File: config.mk
export PLATFORM = sky130hd
export DESIGN_NAME = dp_ram_fifo_flat
export DESIGN_NICKNAME = d
export VERILOG_FILES = /design/src/rtl/dp_ram_fifo_if.sv /design/src/rtl/dp_ram_fifo.sv /design/src/flat_wrapper.sv
export SDC_FILE = /design/constraint.sdc
export NUM_CORES = 1
export LEC_CHECK = 0
export CELL_PAD_IN_SITES_DETAIL_PLACEMENT = 1
export CELL_PAD_IN_SITES_GLOBAL_PLACEMENT = 2
export CORE_MARGIN = 8
export CORE_UTILIZATION = 18
export CTS_BUF_LIST = sky130_fd_sc_hd__clkbuf_2 sky130_fd_sc_hd__clkbuf_4 sky130_fd_sc_hd__clkbuf_8
export CTS_CLUSTER_DIAMETER = 200
export DETAILED_ROUTE_END_ITERATION = 10
export GPL_ROUTABILITY_DRIVEN = 0
export PLACE_DENSITY_LB_ADDON = 0.3
export SLEW_MARGIN = 10
export SYNTH_ARGS = -nofsm -noshare
export SYNTH_HDL_FRONTEND = slang
export SYNTH_SLANG_ARGS = --single-unit
File: constraint.sdc
create_clock -name clk -period 4 [get_ports clk]
set_clock_uncertainty 0.15 [all_clocks]
set_input_delay 0.6 -clock clk [delete_from_list [all_inputs] [get_ports clk]]
set_output_delay 0.6 -clock clk [all_outputs]
set_load 0.01 [all_outputs]
File: src/rtl/dp_ram_fifo_if.sv
// Handshake and RAM-port bundle for dp_ram_fifo.
// The slave side is the FIFO. The master side is the producer/consumer/RAM environment.
interface dp_ram_fifo_if #(
    parameter int DATA_WIDTH = 8
);
    logic                  push_valid;
    logic                  push_ready;
    logic [DATA_WIDTH-1:0] push_data;
    logic                  pop_valid;
    logic                  pop_ready;
    logic [DATA_WIDTH-1:0] pop_data;
    logic                  ram_wr_en;
    logic [31:0]           ram_wr_addr;
    logic [DATA_WIDTH-1:0] ram_wr_data;
    logic                  ram_rd_en;
    logic [31:0]           ram_rd_addr;
    logic [DATA_WIDTH-1:0] ram_rd_data;

    modport slave (
        input  push_valid, push_data, pop_ready, ram_rd_data,
        output push_ready, pop_valid, pop_data,
               ram_wr_en, ram_wr_addr, ram_wr_data, ram_rd_en, ram_rd_addr
    );

    modport master (
        output push_valid, push_data, pop_ready, ram_rd_data,
        input  push_ready, pop_valid, pop_data,
               ram_wr_en, ram_wr_addr, ram_wr_data, ram_rd_en, ram_rd_addr
    );
endinterface

File: src/rtl/dp_ram_fifo.sv
// Show-ahead FIFO controller whose storage is an external RAM.
// The RAM has a synchronous write port and an asynchronous read port.
module dp_ram_fifo #(
    parameter int          DATA_WIDTH = 8,
    parameter int          ADDR_WIDTH = 3,
    parameter logic [31:0] BASE_ADDR  = 32'd0
) (
    input  logic                clk,
    input  logic                rst,
    input  logic                flush,
    dp_ram_fifo_if.slave        bus,
    output logic [ADDR_WIDTH:0] count
);
    logic [ADDR_WIDTH:0] r_wr_ptr;
    logic [ADDR_WIDTH:0] r_rd_ptr;
    logic [ADDR_WIDTH:0] r_count;

    logic w_empty;
    logic w_full;
    logic w_push;
    logic w_pop;

    // The MSB of each pointer is a wrap bit. Equal low bits with different
    // wrap bits means the write side has lapped the read side.
    assign w_empty = (r_wr_ptr == r_rd_ptr);
    assign w_full  = (r_wr_ptr[ADDR_WIDTH-1:0] == r_rd_ptr[ADDR_WIDTH-1:0]) &&
                     (r_wr_ptr[ADDR_WIDTH] != r_rd_ptr[ADDR_WIDTH]);

    // Handshakes are suppressed while reset or flush is asserted, so the RAM is never written then.
    assign w_push = bus.push_valid && !w_full  && !flush && !rst;
    assign w_pop  = bus.pop_ready  && !w_empty && !flush && !rst;

    assign bus.push_ready  = !w_full;
    assign bus.pop_valid   = !w_empty;

    assign bus.ram_wr_en   = w_push;
    assign bus.ram_wr_addr = BASE_ADDR + 32'(r_wr_ptr[ADDR_WIDTH-1:0]);
    assign bus.ram_wr_data = bus.push_data;

    assign bus.ram_rd_en   = !w_empty;
    assign bus.ram_rd_addr = BASE_ADDR + 32'(r_rd_ptr[ADDR_WIDTH-1:0]);
    assign bus.pop_data    = w_empty ? '0 : bus.ram_rd_data;

    assign count = r_count;

    always_ff @(posedge clk) begin
        if (rst || flush) begin
            r_wr_ptr <= '0;
            r_rd_ptr <= '0;
            r_count  <= '0;
        end else begin
            if (w_push) r_wr_ptr <= r_wr_ptr + 1'b1;
            if (w_pop)  r_rd_ptr <= r_rd_ptr + 1'b1;
            case ({w_push, w_pop})
                2'b10:   r_count <= r_count + 1'b1;
                2'b01:   r_count <= r_count - 1'b1;
                default: r_count <= r_count;
            endcase
        end
    end
endmodule

File: src/flat_wrapper.sv
// flat-port wrapper written by rule: the top's interface ports become plain ports
module dp_ram_fifo_flat 
#(
    parameter int          DATA_WIDTH = 8,
    parameter int          ADDR_WIDTH = 3,
    parameter logic [31:0] BASE_ADDR  = 32'd0
)
  (clk, rst, flush, count, bus_push_valid, bus_push_data, bus_pop_ready, bus_ram_rd_data, bus_push_ready, bus_pop_valid, bus_pop_data, bus_ram_wr_en, bus_ram_wr_addr, bus_ram_wr_data, bus_ram_rd_en, bus_ram_rd_addr);
  dp_ram_fifo_if #(.DATA_WIDTH(DATA_WIDTH)) bus_i ();
  input  logic clk;
  input  logic rst;
  input  logic flush;
  output logic [ADDR_WIDTH:0] count;
  input wire logic [$bits(bus_i.push_valid)-1:0] bus_push_valid;
  input wire logic [$bits(bus_i.push_data)-1:0] bus_push_data;
  input wire logic [$bits(bus_i.pop_ready)-1:0] bus_pop_ready;
  input wire logic [$bits(bus_i.ram_rd_data)-1:0] bus_ram_rd_data;
  output wire logic [$bits(bus_i.push_ready)-1:0] bus_push_ready;
  output wire logic [$bits(bus_i.pop_valid)-1:0] bus_pop_valid;
  output wire logic [$bits(bus_i.pop_data)-1:0] bus_pop_data;
  output wire logic [$bits(bus_i.ram_wr_en)-1:0] bus_ram_wr_en;
  output wire logic [$bits(bus_i.ram_wr_addr)-1:0] bus_ram_wr_addr;
  output wire logic [$bits(bus_i.ram_wr_data)-1:0] bus_ram_wr_data;
  output wire logic [$bits(bus_i.ram_rd_en)-1:0] bus_ram_rd_en;
  output wire logic [$bits(bus_i.ram_rd_addr)-1:0] bus_ram_rd_addr;
  assign bus_i.push_valid = bus_push_valid;
  assign bus_i.push_data = bus_push_data;
  assign bus_i.pop_ready = bus_pop_ready;
  assign bus_i.ram_rd_data = bus_ram_rd_data;
  assign bus_push_ready = bus_i.push_ready;
  assign bus_pop_valid = bus_i.pop_valid;
  assign bus_pop_data = bus_i.pop_data;
  assign bus_ram_wr_en = bus_i.ram_wr_en;
  assign bus_ram_wr_addr = bus_i.ram_wr_addr;
  assign bus_ram_wr_data = bus_i.ram_wr_data;
  assign bus_ram_rd_en = bus_i.ram_rd_en;
  assign bus_ram_rd_addr = bus_i.ram_rd_addr;
  dp_ram_fifo #(.DATA_WIDTH(DATA_WIDTH), .ADDR_WIDTH(ADDR_WIDTH), .BASE_ADDR(BASE_ADDR)) u_core (.clk(clk), .rst(rst), .flush(flush), .bus(bus_i), .count(count));
endmodule
==> summary.txt <==
GLOBAL ROUTING
------------------------------------------------------------------------------------------------------
Gr ovfl total                                                                                        0
Via count of the first global-routing pass                                                         834
Wire length of the first global-routing pass                                                   4.57 mm
GR Util All Layers                                                                               5.60%
Initial antenna violation count                                                                      0
Maximum number of pins on one net before global-route repair                                        13

YOSYS
------------------------------------------------------------------------------------------------------
Area leader, netlist                                                                      sky130_fd_sc_hd__buf_4
Proportion of synthesized chip area in sequential cells                                          17.9%
Area fraction of the dominant cell type after synthesis                                          40.7%
Top post-synthesis cells by area                                                          sky130_fd_sc_hd__buf_4 41%, sky130_fd_sc_hd__dfxtp_1 18%, sky130_fd_sc_hd__ha_1 4.7%, sky130_fd_sc_hd__and2_1 3.7%, sky130_fd_sc_hd__xor2_2 3.6%
Ys flop type                                                                              sky130_fd_sc_hd__dfxtp_1
Cell area after technology mapping                                                            1350 µm²
EDFF count, synth                                                                                    0
Cell variety after synth                                                                            30
Number of warnings reported in the yosys synthesis log                                               0
Register bit total from synthesis                                                                   12
Synthesized area per cell                                                                     8.05 µm²
Number of instances in the synthesized netlist                                                     167
Asr flop ratio synth                                                                                0%

HOLD PATH
------------------------------------------------------------------------------------------------------
Min-delay worst type                                                                           reg2reg
Hold_sp                                                                                   u_core.count[3]$_SDFFE_PP0P_

FLOORPLANNING
------------------------------------------------------------------------------------------------------
Initial standard-cell utilization of the core                                                    18.5%
DIE AREA                                                                                    10,500 µm²
Core outline area                                                                             7250 µm²
Std cell rows                                                                                       31
Floorplan die width                                                                             102 µm
Y dimension of the die                                                                          102 µm
Top-level port count                                                                               109

SETUP PATH
------------------------------------------------------------------------------------------------------
Worst EP required                                                                              3.25 ns
Depth of the worst register-to-register path                                                         9
Crit Reg-Reg Startpoint                                                                   u_core.r_wr_ptr[1]$_SDFFE_PP0P_
Largest fanout on the critical path                                                                 12
Type of the setup path with the least slack                                                     in2out
Data arrival time of the critical path                                                         2.18 ns
Worst setup slack for register-to-register paths                                               1.15 ns
Launch point of the critical path                                                                  rst
Worst setup path endpoint                                                                 bus_ram_wr_en
FF-to-FF End                                                                              u_core.count[3]$_SDFFE_PP0P_
Sort of element at the end of the critical path                                            output port
Startpoint kind of the worst setup timing path                                            primary input

PWR
------------------------------------------------------------------------------------------------------
Areal power density over the cells                                                          225 nW/µm²
Leakage                                                                                    0.000648 µW
VDD IR-drop max                                                                             0.000117 V
Power share of the clock group                                                                   40.0%
Proportion of power drawn by combinational gates                                                 23.8%
Sw Ratio                                                                                         29.9%
Total internal power                                                                            240 µW
Share of total power in sequential cells                                                         36.1%
Net Switching                                                                                   102 µW
Final total power                                                                               342 µW

OUTCOME
------------------------------------------------------------------------------------------------------
Result of the run                                                                         complete, no violations

ROUTE
------------------------------------------------------------------------------------------------------
Antenna Nets Post-Route                                                                              0
DR DRC count                                                                                         0
DRT Wirelength                                                                                 3.16 mm
Pre-antenna DRT Iters                                                                                2
DR vias                                                                                            908
Vias per cell                                                                                     3.17
Average routed wire per standard cell                                                          11.0 µm
Drt first-iter violations                                                                           26

STA
------------------------------------------------------------------------------------------------------
Pins Over Slew Limit                                                                                 0
Count of final setup violators                                                                       0
Final setup TNS                                                                                   0 ns
Transition time at the pin with the least slew margin                                         0.643 ns
Final hold violations                                                                                0
Hold Slack                                                                                    0.336 ns
Unrepaired setup endpoints after global routing                                                     no
Highest clock frequency the design can meet                                                  0.341 GHz
Share of the clock period used by the worst path                                                 73.3%
Crit path time final                                                                           2.93 ns
Relative slew slack                                                                              56.7%

PLACE
------------------------------------------------------------------------------------------------------
Number of port buffers                                                                              34
Placement-stage cell area                                                                     1470 µm²
Detailed placement HPWL                                                                        2.70 mm

FINAL LAYOUT
------------------------------------------------------------------------------------------------------
Register area                                                                                  240 µm²
Number of nets in the final layout                                                                 215
Most common cell after layout, fill and taps aside                                        sky130_fd_sc_hd__conb_1
Layout fillers                                                                                     905
Commonest cells after routing, fill and taps aside                                        58 x sky130_fd_sc_hd__conb_1, 34 x sky130_fd_sc_hd__clkdlybuf4s50_1, 12 x sky130_fd_sc_hd__nor2_1, 12 x sky130_fd_sc_hd__dfxtp_1, 8 x sky130_fd_sc_hd__and2_1
Share of layout cells above drive strength 1                                                     5.88%
Fin area                                                                                      1520 µm²
Antenna diode count                                                                                  0
Area of the multi-input gates                                                                  737 µm²
Layout area overhead                                                                             13.2%

CLOCK TREE
------------------------------------------------------------------------------------------------------
Number of buffers added to fix hold violations after cts                                             0
Clock transition at the register clock pins on the worst setup and hold paths after CTS        0.06 ns
Clock latency on the worst-skew pair                                                           0.24 ns
Clock tree from TritonCTS                                                                         done
Maximum level of the CTS H-tree                                                                      1
Clock root buffer                                                                         sky130_fd_sc_hd__clkbuf_8
Deepest clock path buffer count                                                                      2
Number of gates resized after cts                                                                    0
# clock sinks                                                                                       12
# Post-CTS Setup Buffers                                                                             0
Num CTS Buffers                                                                                      3

JOB
------------------------------------------------------------------------------------------------------
Number of maximum-capacitance violations                                                             0

-- cells in the mapped netlist, drive strengths merged (4+ instances only) --
| cell type | number |
|---|---|
| buf | 73 |
| ha | 5 |
| nand2 | 7 |
| nand3 | 4 |
| nor2 | 12 |
| a21oi | 5 |
| xor2 | 8 |
| and2 | 8 |
| inv | 7 |
| o21ai | 6 |
| dfxtp | 12 |
-- how the worst min path moves through the flow --
stage	endpoint	slack (ns)	cells after the start
2_1_floorplan	u_core.count[3]$_SDFFE_PP0P_	0.34	2
3_3_place_gp	u_core.count[3]$_SDFFE_PP0P_	0.33	2
3_5_place_dp	u_core.count[3]$_SDFFE_PP0P_	0.33	2
4_1_cts	u_core.count[3]$_SDFFE_PP0P_	0.34	2
5_1_grt	u_core.count[3]$_SDFFE_PP0P_	0.40	2
6_report	u_core.count[3]$_SDFFE_PP0P_	0.34	2
-- kinds of logic (layout without fill, tap and decap cells) --
kind of cell	Yosys count	in the layout	share of synthesized area (%)
adder cells (fa/ha/maj)	6	6	6.14
other	1	58	0.279
XOR/XNOR	9	9	7.54
AND/OR/NAND/NOR	40	40	15.3
flip-flops	12	12	17.9
buffers and inverters	82	45	43.3
AO/OA/AOI/OAI	17	17	9.58
-- layout make-up --
cell class | count | area share, %
clock buffer | 4 | 3.62
inverter | 7 | 1.73
multi-input combinational | 130 | 48.4
sequential | 12 | 15.8
tap | 99 | 8.13
timing repair buffer | 34 | 22.4
-- sequential cells by signal (all words and copies together) (netlist names) --
name             count
u_core.count         4
u_core.r_rd_ptr      4
u_core.r_wr_ptr      4
-- power groups by stage --
stage / clock network [µW] / logic, µW / registers [µW]
after floorplan: 0 / 100 / 126
after global placement: 0 / 80.2 / 126
after detailed placement: 0 / 80.3 / 126
after CTS: 143 / 80.4 / 124
after global routing: 151 / 90.5 / 124
final: 137 / 81.5 / 124
-- per-layer routing --
| layer | track usage [%] | up-vias | wire length [µm] |
|---|---|---|---|
| met5 | 0 | - | 0 |
| met4 | 1.81 | 0 | 27 |
| met3 | 3.00 | 2 | 411 |
| met2 | 8.14 | 55 | 1350 |
| met1 | 6.87 | 407 | 1370 |
| li1 | - | 444 | - |
-- through the flow --
step	worst slack, ns	cells	utilization [%]
6_report	1.07	286	21.0
5_1_grt	0.880	286	21.0
3_3_place_gp	0.960	282	20.2
3_5_place_dp	0.873	282	20.2
4_1_cts	1.02	286	21.0
2_1_floorplan	1.27	224	-
-- critical path: stages --
cell,delay (ns)
sky130_fd_sc_hd__clkdlybuf4s50_1,0.41
sky130_fd_sc_hd__or2_2,0.42
sky130_fd_sc_hd__nor2_1,0.17
sky130_fd_sc_hd__clkdlybuf4s50_1,0.58
No activity file was read; power rests on OpenSTA's default activity.
